[src/rtl/pck_len_ctrl.sv]
// -----------------------------------------------------------------------------
// pck_len_ctrl
//
// Sequencer around a packet-length FIFO.
//   Write side: counts the beats of each ingress packet, checks the length
//   when EOP arrives and either pushes one length entry into the FIFO or
//   rejects the packet (short / long / FIFO full / protocol abort).
//   Read side: pops one length entry when downstream is ready and replays it
//   as a counted beat stream with start and last markers.
//
// Ports
//   clk          clock
//   hw_rst       asynchronous active-low reset
//   sw_rst       synchronous active-high soft reset, same effect as hw_rst
//   in_valid     ingress beat valid
//   in_sop       ingress start of packet (qualified by in_valid)
//   in_eop       ingress end of packet (qualified by in_valid)
//   len_wr_en    FIFO write strobe (registered, one cycle after EOP)
//   len_wr_data  length written to the FIFO
//   len_full     FIFO full
//   len_empty    FIFO empty
//   len_rd_en    FIFO read strobe
//   len_rd_data  FIFO read data, valid the cycle after len_rd_en
//   out_ready    downstream can accept a beat
//   out_start    pulse: new replayed packet begins, out_len valid
//   out_valid    egress beat valid
//   out_last     final beat of the replayed packet
//   out_len      length of the packet being replayed
//   err_short    pulse: packet rejected, length < MIN_LEN
//   err_long     pulse: packet rejected, length > MAX_LEN
//   err_proto    pulse: SOP inside a packet, or beat without SOP while idle
//   pkt_cnt      accepted packets, saturating
//   drop_cnt     rejected packets, saturating
// -----------------------------------------------------------------------------
module pck_len_ctrl #(
    parameter int LEN_WIDTH = 12,
    parameter int MIN_LEN   = 4,
    parameter int MAX_LEN   = 1500,
    parameter int CNT_WIDTH = 16
) (
    input  logic                 clk,
    input  logic                 hw_rst,
    input  logic                 sw_rst,
    input  logic                 in_valid,
    input  logic                 in_sop,
    input  logic                 in_eop,
    output logic                 len_wr_en,
    output logic [LEN_WIDTH-1:0] len_wr_data,
    input  logic                 len_full,
    input  logic                 len_empty,
    output logic                 len_rd_en,
    input  logic [LEN_WIDTH-1:0] len_rd_data,
    input  logic                 out_ready,
    output logic                 out_start,
    output logic                 out_valid,
    output logic                 out_last,
    output logic [LEN_WIDTH-1:0] out_len,
    output logic                 err_short,
    output logic                 err_long,
    output logic                 err_proto,
    output logic [CNT_WIDTH-1:0] pkt_cnt,
    output logic [CNT_WIDTH-1:0] drop_cnt
);

    typedef enum logic {
        W_IDLE,
        W_PKT
    } wstate_t;

    typedef enum logic [1:0] {
        R_IDLE,
        R_FETCH,
        R_DRAIN
    } rstate_t;

    localparam logic [LEN_WIDTH-1:0] L_ONE = LEN_WIDTH'(1);
    localparam logic [LEN_WIDTH-1:0] L_MIN = LEN_WIDTH'(MIN_LEN);
    localparam logic [LEN_WIDTH-1:0] L_MAX = LEN_WIDTH'(MAX_LEN);
    localparam logic [LEN_WIDTH-1:0] L_SAT = {LEN_WIDTH{1'b1}};

    // Beat counter increment that sticks at all-ones.
    function automatic logic [LEN_WIDTH-1:0] len_sat_inc(input logic [LEN_WIDTH-1:0] v);
        return (v == L_SAT) ? v : v + L_ONE;
    endfunction

    // Statistics counter add of 0..2 that holds at all-ones.
    function automatic logic [CNT_WIDTH-1:0] cnt_sat_add(
        input logic [CNT_WIDTH-1:0] v,
        input logic [1:0]           inc
    );
        logic [CNT_WIDTH:0] sum;
        sum = {1'b0, v} + {{(CNT_WIDTH-1){1'b0}}, inc};
        return sum[CNT_WIDTH] ? {CNT_WIDTH{1'b1}} : sum[CNT_WIDTH-1:0];
    endfunction

    // -------------------------------------------------------------------------
    // Registers
    // -------------------------------------------------------------------------
    wstate_t                r_wstate;
    logic [LEN_WIDTH-1:0]   r_beat_cnt;
    logic                   r_wr_en;
    logic [LEN_WIDTH-1:0]   r_wr_data;
    logic                   r_err_short;
    logic                   r_err_long;
    logic                   r_err_proto;
    logic [CNT_WIDTH-1:0]   r_pkt_cnt;
    logic [CNT_WIDTH-1:0]   r_drop_cnt;

    rstate_t                r_rstate;
    logic [LEN_WIDTH-1:0]   r_remaining;
    logic [LEN_WIDTH-1:0]   r_out_len;
    logic                   r_out_start;

    // -------------------------------------------------------------------------
    // Combinational signals
    // -------------------------------------------------------------------------
    wstate_t                w_wstate_nxt;
    logic [LEN_WIDTH-1:0]   w_beat_nxt;
    logic                   w_eval;
    logic                   w_abort;
    logic                   w_stray;
    logic                   w_short;
    logic                   w_long;
    logic                   w_legal;
    logic                   w_write;
    logic                   w_full_drop;
    logic                   w_reject;
    logic [1:0]             w_drop_inc;

    rstate_t                w_rstate_nxt;
    logic                   w_rd_req;
    logic                   w_beat;
    logic                   w_len_load;
    logic                   w_start_nxt;
    logic [LEN_WIDTH-1:0]   w_rem_nxt;

    // Low while either reset is active. The combinational strobes are gated
    // with it so a reset cycle can never pop the FIFO or emit a beat.
    logic                   w_active;

    assign w_active = hw_rst & ~sw_rst;

    // -------------------------------------------------------------------------
    // Write FSM: next state and beat counting
    // -------------------------------------------------------------------------
    always_comb begin
        w_wstate_nxt = r_wstate;
        w_beat_nxt   = r_beat_cnt;
        w_eval       = 1'b0;
        w_abort      = 1'b0;
        w_stray      = 1'b0;

        case (r_wstate)
            W_IDLE: begin
                if (in_valid) begin
                    if (in_sop) begin
                        w_beat_nxt = L_ONE;
                        if (in_eop) begin
                            w_eval = 1'b1;       // 1-beat packet, judge now
                        end else begin
                            w_wstate_nxt = W_PKT;
                        end
                    end else begin
                        w_stray = 1'b1;          // beat outside any packet
                    end
                end
            end
            W_PKT: begin
                if (in_valid) begin
                    if (in_sop) begin
                        // New SOP kills the open packet and starts a fresh one.
                        w_abort    = 1'b1;
                        w_beat_nxt = L_ONE;
                    end else begin
                        w_beat_nxt = len_sat_inc(r_beat_cnt);
                    end
                    if (in_eop) begin
                        w_eval       = 1'b1;
                        w_wstate_nxt = W_IDLE;
                    end
                end
            end
            default: w_wstate_nxt = W_IDLE;
        endcase
    end

    // Length judgement uses the count including the EOP beat.
    assign w_short     = w_eval & (w_beat_nxt < L_MIN);
    assign w_long      = w_eval & (w_beat_nxt > L_MAX);
    assign w_legal     = w_eval & ~w_short & ~w_long;
    assign w_write     = w_legal & ~len_full;
    assign w_full_drop = w_legal & len_full;
    assign w_reject    = w_short | w_long | w_full_drop;
    // An abort and a short 1-beat replacement can both land in one cycle.
    assign w_drop_inc  = {1'b0, w_abort} + {1'b0, w_reject};

    // -------------------------------------------------------------------------
    // Write FSM state register
    // -------------------------------------------------------------------------
    always_ff @(posedge clk or negedge hw_rst) begin
        if (!hw_rst) begin
            r_wstate <= W_IDLE;
        end else if (sw_rst) begin
            r_wstate <= W_IDLE;
        end else begin
            r_wstate <= w_wstate_nxt;
        end
    end

    // -------------------------------------------------------------------------
    // Write side registered outputs and statistics
    // -------------------------------------------------------------------------
    always_ff @(posedge clk or negedge hw_rst) begin
        if (!hw_rst) begin
            r_beat_cnt  <= '0;
            r_wr_en     <= 1'b0;
            r_wr_data   <= '0;
            r_err_short <= 1'b0;
            r_err_long  <= 1'b0;
            r_err_proto <= 1'b0;
            r_pkt_cnt   <= '0;
            r_drop_cnt  <= '0;
        end else if (sw_rst) begin
            r_beat_cnt  <= '0;
            r_wr_en     <= 1'b0;
            r_wr_data   <= '0;
            r_err_short <= 1'b0;
            r_err_long  <= 1'b0;
            r_err_proto <= 1'b0;
            r_pkt_cnt   <= '0;
            r_drop_cnt  <= '0;
        end else begin
            r_beat_cnt  <= w_beat_nxt;
            r_wr_en     <= w_write;
            if (w_write) begin
                r_wr_data <= w_beat_nxt;
                r_pkt_cnt <= cnt_sat_add(r_pkt_cnt, 2'd1);
            end
            r_err_short <= w_short;
            r_err_long  <= w_long;
            r_err_proto <= w_abort | w_stray;
            r_drop_cnt  <= cnt_sat_add(r_drop_cnt, w_drop_inc);
        end
    end

    // -------------------------------------------------------------------------
    // Read FSM: next state, pop request and beat generation
    // -------------------------------------------------------------------------
    always_comb begin
        w_rstate_nxt = r_rstate;
        w_rd_req     = 1'b0;
        w_beat       = 1'b0;
        w_len_load   = 1'b0;
        w_start_nxt  = 1'b0;
        w_rem_nxt    = r_remaining;

        case (r_rstate)
            R_IDLE: begin
                if (!len_empty && out_ready) begin
                    w_rd_req     = 1'b1;
                    w_rstate_nxt = R_FETCH;
                end
            end
            R_FETCH: begin
                // FIFO data is valid now, one cycle after the pop.
                w_len_load = 1'b1;
                w_rem_nxt  = len_rd_data;
                if (len_rd_data != '0) begin
                    w_start_nxt  = 1'b1;
                    w_rstate_nxt = R_DRAIN;
                end else begin
                    w_rstate_nxt = R_IDLE;   // zero-length entry: nothing to replay
                end
            end
            R_DRAIN: begin
                if (out_ready) begin
                    w_beat    = 1'b1;
                    w_rem_nxt = r_remaining - L_ONE;
                    if (r_remaining == L_ONE) begin
                        w_rstate_nxt = R_IDLE;
                    end
                end
            end
            default: w_rstate_nxt = R_IDLE;
        endcase
    end

    // -------------------------------------------------------------------------
    // Read FSM state register
    // -------------------------------------------------------------------------
    always_ff @(posedge clk or negedge hw_rst) begin
        if (!hw_rst) begin
            r_rstate <= R_IDLE;
        end else if (sw_rst) begin
            r_rstate <= R_IDLE;
        end else begin
            r_rstate <= w_rstate_nxt;
        end
    end

    // -------------------------------------------------------------------------
    // Read side registers
    // -------------------------------------------------------------------------
    always_ff @(posedge clk or negedge hw_rst) begin
        if (!hw_rst) begin
            r_remaining <= '0;
            r_out_len   <= '0;
            r_out_start <= 1'b0;
        end else if (sw_rst) begin
            r_remaining <= '0;
            r_out_len   <= '0;
            r_out_start <= 1'b0;
        end else begin
            r_remaining <= w_rem_nxt;
            r_out_start <= w_start_nxt;
            if (w_len_load) begin
                r_out_len <= len_rd_data;
            end
        end
    end

    // -------------------------------------------------------------------------
    // Outputs
    // -------------------------------------------------------------------------
    assign len_wr_en   = r_wr_en;
    assign len_wr_data = r_wr_data;
    assign len_rd_en   = w_rd_req & w_active;
    // out_start is registered out of R_FETCH, so it lines up with the first
    // R_DRAIN cycle, when out_len already holds the fetched length.
    assign out_start   = r_out_start;
    assign out_valid   = w_beat & w_active;
    assign out_last    = out_valid & (r_remaining == L_ONE);
    assign out_len     = r_out_len;
    assign err_short   = r_err_short;
    assign err_long    = r_err_long;
    assign err_proto   = r_err_proto;
    assign pkt_cnt     = r_pkt_cnt;
    assign drop_cnt    = r_drop_cnt;

endmodule

[config.mk]
export PLATFORM = sky130hd
export DESIGN_NAME = pck_len_ctrl
export DESIGN_NICKNAME = d
export VERILOG_FILES = /design/src/rtl/pck_len_ctrl.sv
export SDC_FILE = /design/constraint.sdc
export NUM_CORES = 1
export LEC_CHECK = 0
export ABC_AREA = 0
export CAP_MARGIN = 20
export CORE_MARGIN = 2
export CORE_UTILIZATION = 58
export DETAILED_ROUTE_END_ITERATION = 16
export PLACE_DENSITY_LB_ADDON = 0.2
export SKIP_LAST_GASP = 1
export SYNTH_ARGS = -nofsm -noshare
export SYNTH_HDL_FRONTEND = slang
export SYNTH_SLANG_ARGS = --single-unit
export TNS_END_PERCENT = 20
[constraint.sdc]
create_clock -name clk -period 10.1 [get_ports clk]
set_input_delay 2.525 -clock clk [delete_from_list [all_inputs] [get_ports clk]]
set_output_delay 2.525 -clock clk [all_outputs]
set_load 0.01 [all_outputs]
==> flow_metrics.py <==
metrics = {
    "clocking": {
        "clockBufferDepth": 2,
        "numCtsBuffers": 9,
        "cts_resized": 0,
        "htreeDepth": 3,
        "clk_latency_ns": 0.37,
        "cts_setup_buffers": 0,
        "tritoncts": "built",
        "root_buffer": "clkbuf_8",
        "clk_pin_slew_ns": 0.10,
        "ctsHoldBuffers": 0,
        "cts.sinks": 88,
    },
    "die": {
        "initial_core_util": 0.600,
        "die_height_um": 96.2,
        "dieWidth_um": 96.2,
        "core_um2": 8220,
        "num_rows": 33,
        "design.die.area_um2": 9260,
        "pin_count": 85,
    },
    "place": {
        "dp_hpwl_um": 9540,
        "placed_area_um2": 5810,
        "routabilityCongestion": 1.01,
        "dp_cells": 711,
        "io_buffers": 84,
    },
    "global_route": {
        "grt_pass1_vias": 4483,
        "grt_pass1_wl_um": 21900,
        "overflow": 0,
        "antenna_found_initial": 0,
        "grt_use_total": 0.305,
        "grt_max_degree": 48,
    },
    "sta": {
        "slew_violations": 0,
        "setup_viol": 0,
        "finalCriticalPeriod_ns": 6.92,
        "hold_viol_final": 0,
        "max_freq_mhz": 144,
        "tns_ns": 0,
        "min_period_over_period": 0.685,
        "max-slew-margin-rel": 0.365,
        "worst_clock_skew_ns": 0.0128,
        "rsz0062_at_grt": "false",
        "worstMarginPinSlew_ns": 0.950,
    },
    "route": {
        "wl_um": 13300,
        "drtPass1Iterations": 5,
        "drt_iter0_markers": 336,
        "drc": 0,
        "vias": 4719,
        "wire_per_inst_um": 18.3,
        "via_per_inst": 6.49,
        "ant_nets": 0,
    },
    "logic_synthesis": {
        "ys_seq_area_frac": 0.447,
        "synth_area_leader_cell": "dfrtp_1",
        "syn_inst": 546,
        "synth_ff_type": "dfrtp_1",
        "synth_seq_cells": 88,
        "synth_edf_count": 0,
        "syn_area_um2": 4930,
        "synth_common_cells": "dfrtp_1, nand2_1, a21oi_1, nor2_1, o21ai_0",
        "syn-num-nets": 573,
        "ys_warn_count": 0,
        "synth_top_area_frac": 0.447,
        "synthArstFlopShare": 1.00,
        "synth_cell_types": 67,
        "synth_area_leaders": "dfrtp_1, a21oi_1, nand2_1",
        "syn_avg_cell_area_um2": 9.03,
        "synthMostInstantiatedCell": "dfrtp_1",
    },
    "status": {
        "status": "complete, no violations",
    },
    "final_layout": {
        "nNetsFinal": 644,
        "multi_input_area_um2": 2550,
        "syn_to_final_growth_pct": 21.8,
        "n_fill_cell": 624,
        "fin_cells": 727,
        "diodes": 0,
        "ff_latch_area_um2": 2200,
        "drive_gt1_frac": 0.0756,
        "fin_area_um2": 6010,
    },
    "worst_setup_path": {
        "critical_path_class": "input port to register",
        "cp.required_ns": 10.32,
        "worstPathCellList": "clkdlybuf4s50_1 > nand2_1 > or4_4 > o211ai_1 > and4b_1 > or4b_1 > o21a_1 > nor2_1 > nor2_1 > fa_1 > ha_1 > nand3_1 > nor2_1 > nand3_1 > a21oi_1",
        "endpoint_kind": "register",
        "critPathLaunchType": "input port",
        "slowest_stage": "clkdlybuf4s50_1",
        "cp_max_fo": 13,
        "crit_path_frequent_cell": "nor2_1",
        "max_stage_delay_ns": 0.69,
        "arrival_ns": 7.15,
    },
    "hold_path": {
        "hold_class": "register to register",
    },
    "power_and_ir_drop": {
        "leakage_nw": 2.44,
        "peakVddDrop_v": 0.000104,
        "pwr_density_cell_nw_per_um2": 114,
        "power_mw": 0.687,
    },
    "run": {
        "maxCapViolations": 0,
    },
}
[registers in the layout (all words and copies together) (netlist names)]
| signal | cells |
|---|---|
| err_long | 1 |
| err_proto | 1 |
| out_start | 1 |
| r_remaining | 12 |
| out_len | 12 |
| drop_cnt | 16 |
| len_wr_data | 12 |
| len_wr_en | 1 |
| pkt_cnt | 16 |
| err_short | 1 |
| r_wstate | 1 |
| r_rstate | 2 |
| r_beat_cnt | 12 |
[layout make-up]
type | instances | area share
sequential | 88 | 0.367
multi-input combinational | 413 | 0.424
clock inverter | 7 | 0.0129
clock buffer | 9 | 0.0206
timing repair buffer | 88 | 0.144
tap | 105 | 0.0219
inverter | 17 | 0.0106
[critical path, delay by kind of cell]
| family | cells | cell delay, ns |
|---|---|---|
| compound gates | 3 | 0.59 |
| fa+ha+maj | 2 | 0.70 |
| buf+inv | 1 | 0.69 |
| simple gates | 9 | 2.64 |
[stage by stage]
step / worst slack (ns) / utilization / hold WS [ns]
final: 3.18 / 0.731 / 0.516
after global routing: 2.83 / 0.731 / 0.536
after CTS: 3.22 / 0.731 / 0.511
after detailed placement: 2.83 / 0.707 / 0.489
after global placement: 3.03 / 0.707 / 0.474
after floorplan: 3.95 / - / 0.463
[layout by cell type, fill, tap and decap left out, types with 8 or more instances in the layout]
master,n
clkdlybuf4s50_1,82
and3_1,13
o21ai_0,25
a31oi_1,13
nor2_1,46
mux2_2,8
nand2_1,52
nand4_1,10
nor3_1,22
a21oi_1,46
nor4_1,13
inv_1,17
nor2b_1,14
clkbuf_8,9
dfrtp_1,88
and2_1,10
nand3_1,23
[report_power, final]
part           switching [mW]  total [mW]  internal [mW]  leakage [nW]
combinational          0.0479      0.0759         0.0280          1.13
clock                   0.145       0.242         0.0969        0.0975
sequential            0.00856       0.370          0.361          1.21
total                   0.201       0.687          0.486          2.44
[metal layers]
metal  wire, µm  global-route usage  part of all wire  vias to the layer above
met4        339               0.115             0.026                        0
met5          0                   0                 0                        -
li1           -                   -                 -                     2174
met3        971              0.0611             0.073                       38
met1       5570               0.402              0.42                     2296
met2       6410               0.497              0.48                      211
[logic make-up after synthesis]
kind of cell / Yosys count / synth area share
buffers and inverters: 45 / 0.0370
adder cells (fa/ha/maj): 6 / 0.0167
AND/OR/NAND/NOR: 233 / 0.244
multiplexers: 12 / 0.0279
flip-flops: 88 / 0.447
XOR/XNOR: 13 / 0.0231
AO/OA/AOI/OAI: 149 / 0.204
[worst paths after layout]
kind / endpoint / startpoint / depth (start not counted) / slack, ns
setup / recovery: drop_cnt[8] / in_valid / 15 / 3.18
hold / removal: len_wr_data[4] / len_wr_data[4] / 1 / 0.52
setup reg to reg: drop_cnt[8] / r_beat_cnt[1] / 15 / 5.22
hold reg to reg: len_wr_data[4] / len_wr_data[4] / 1 / 0.52
max in group asynchronous: r_remaining[2] / hw_rst / 2 / 6.95
min in group asynchronous: len_wr_data[0] / hw_rst / 1 / 2.13
Note: power is estimated with default switching activity, not from simulation.
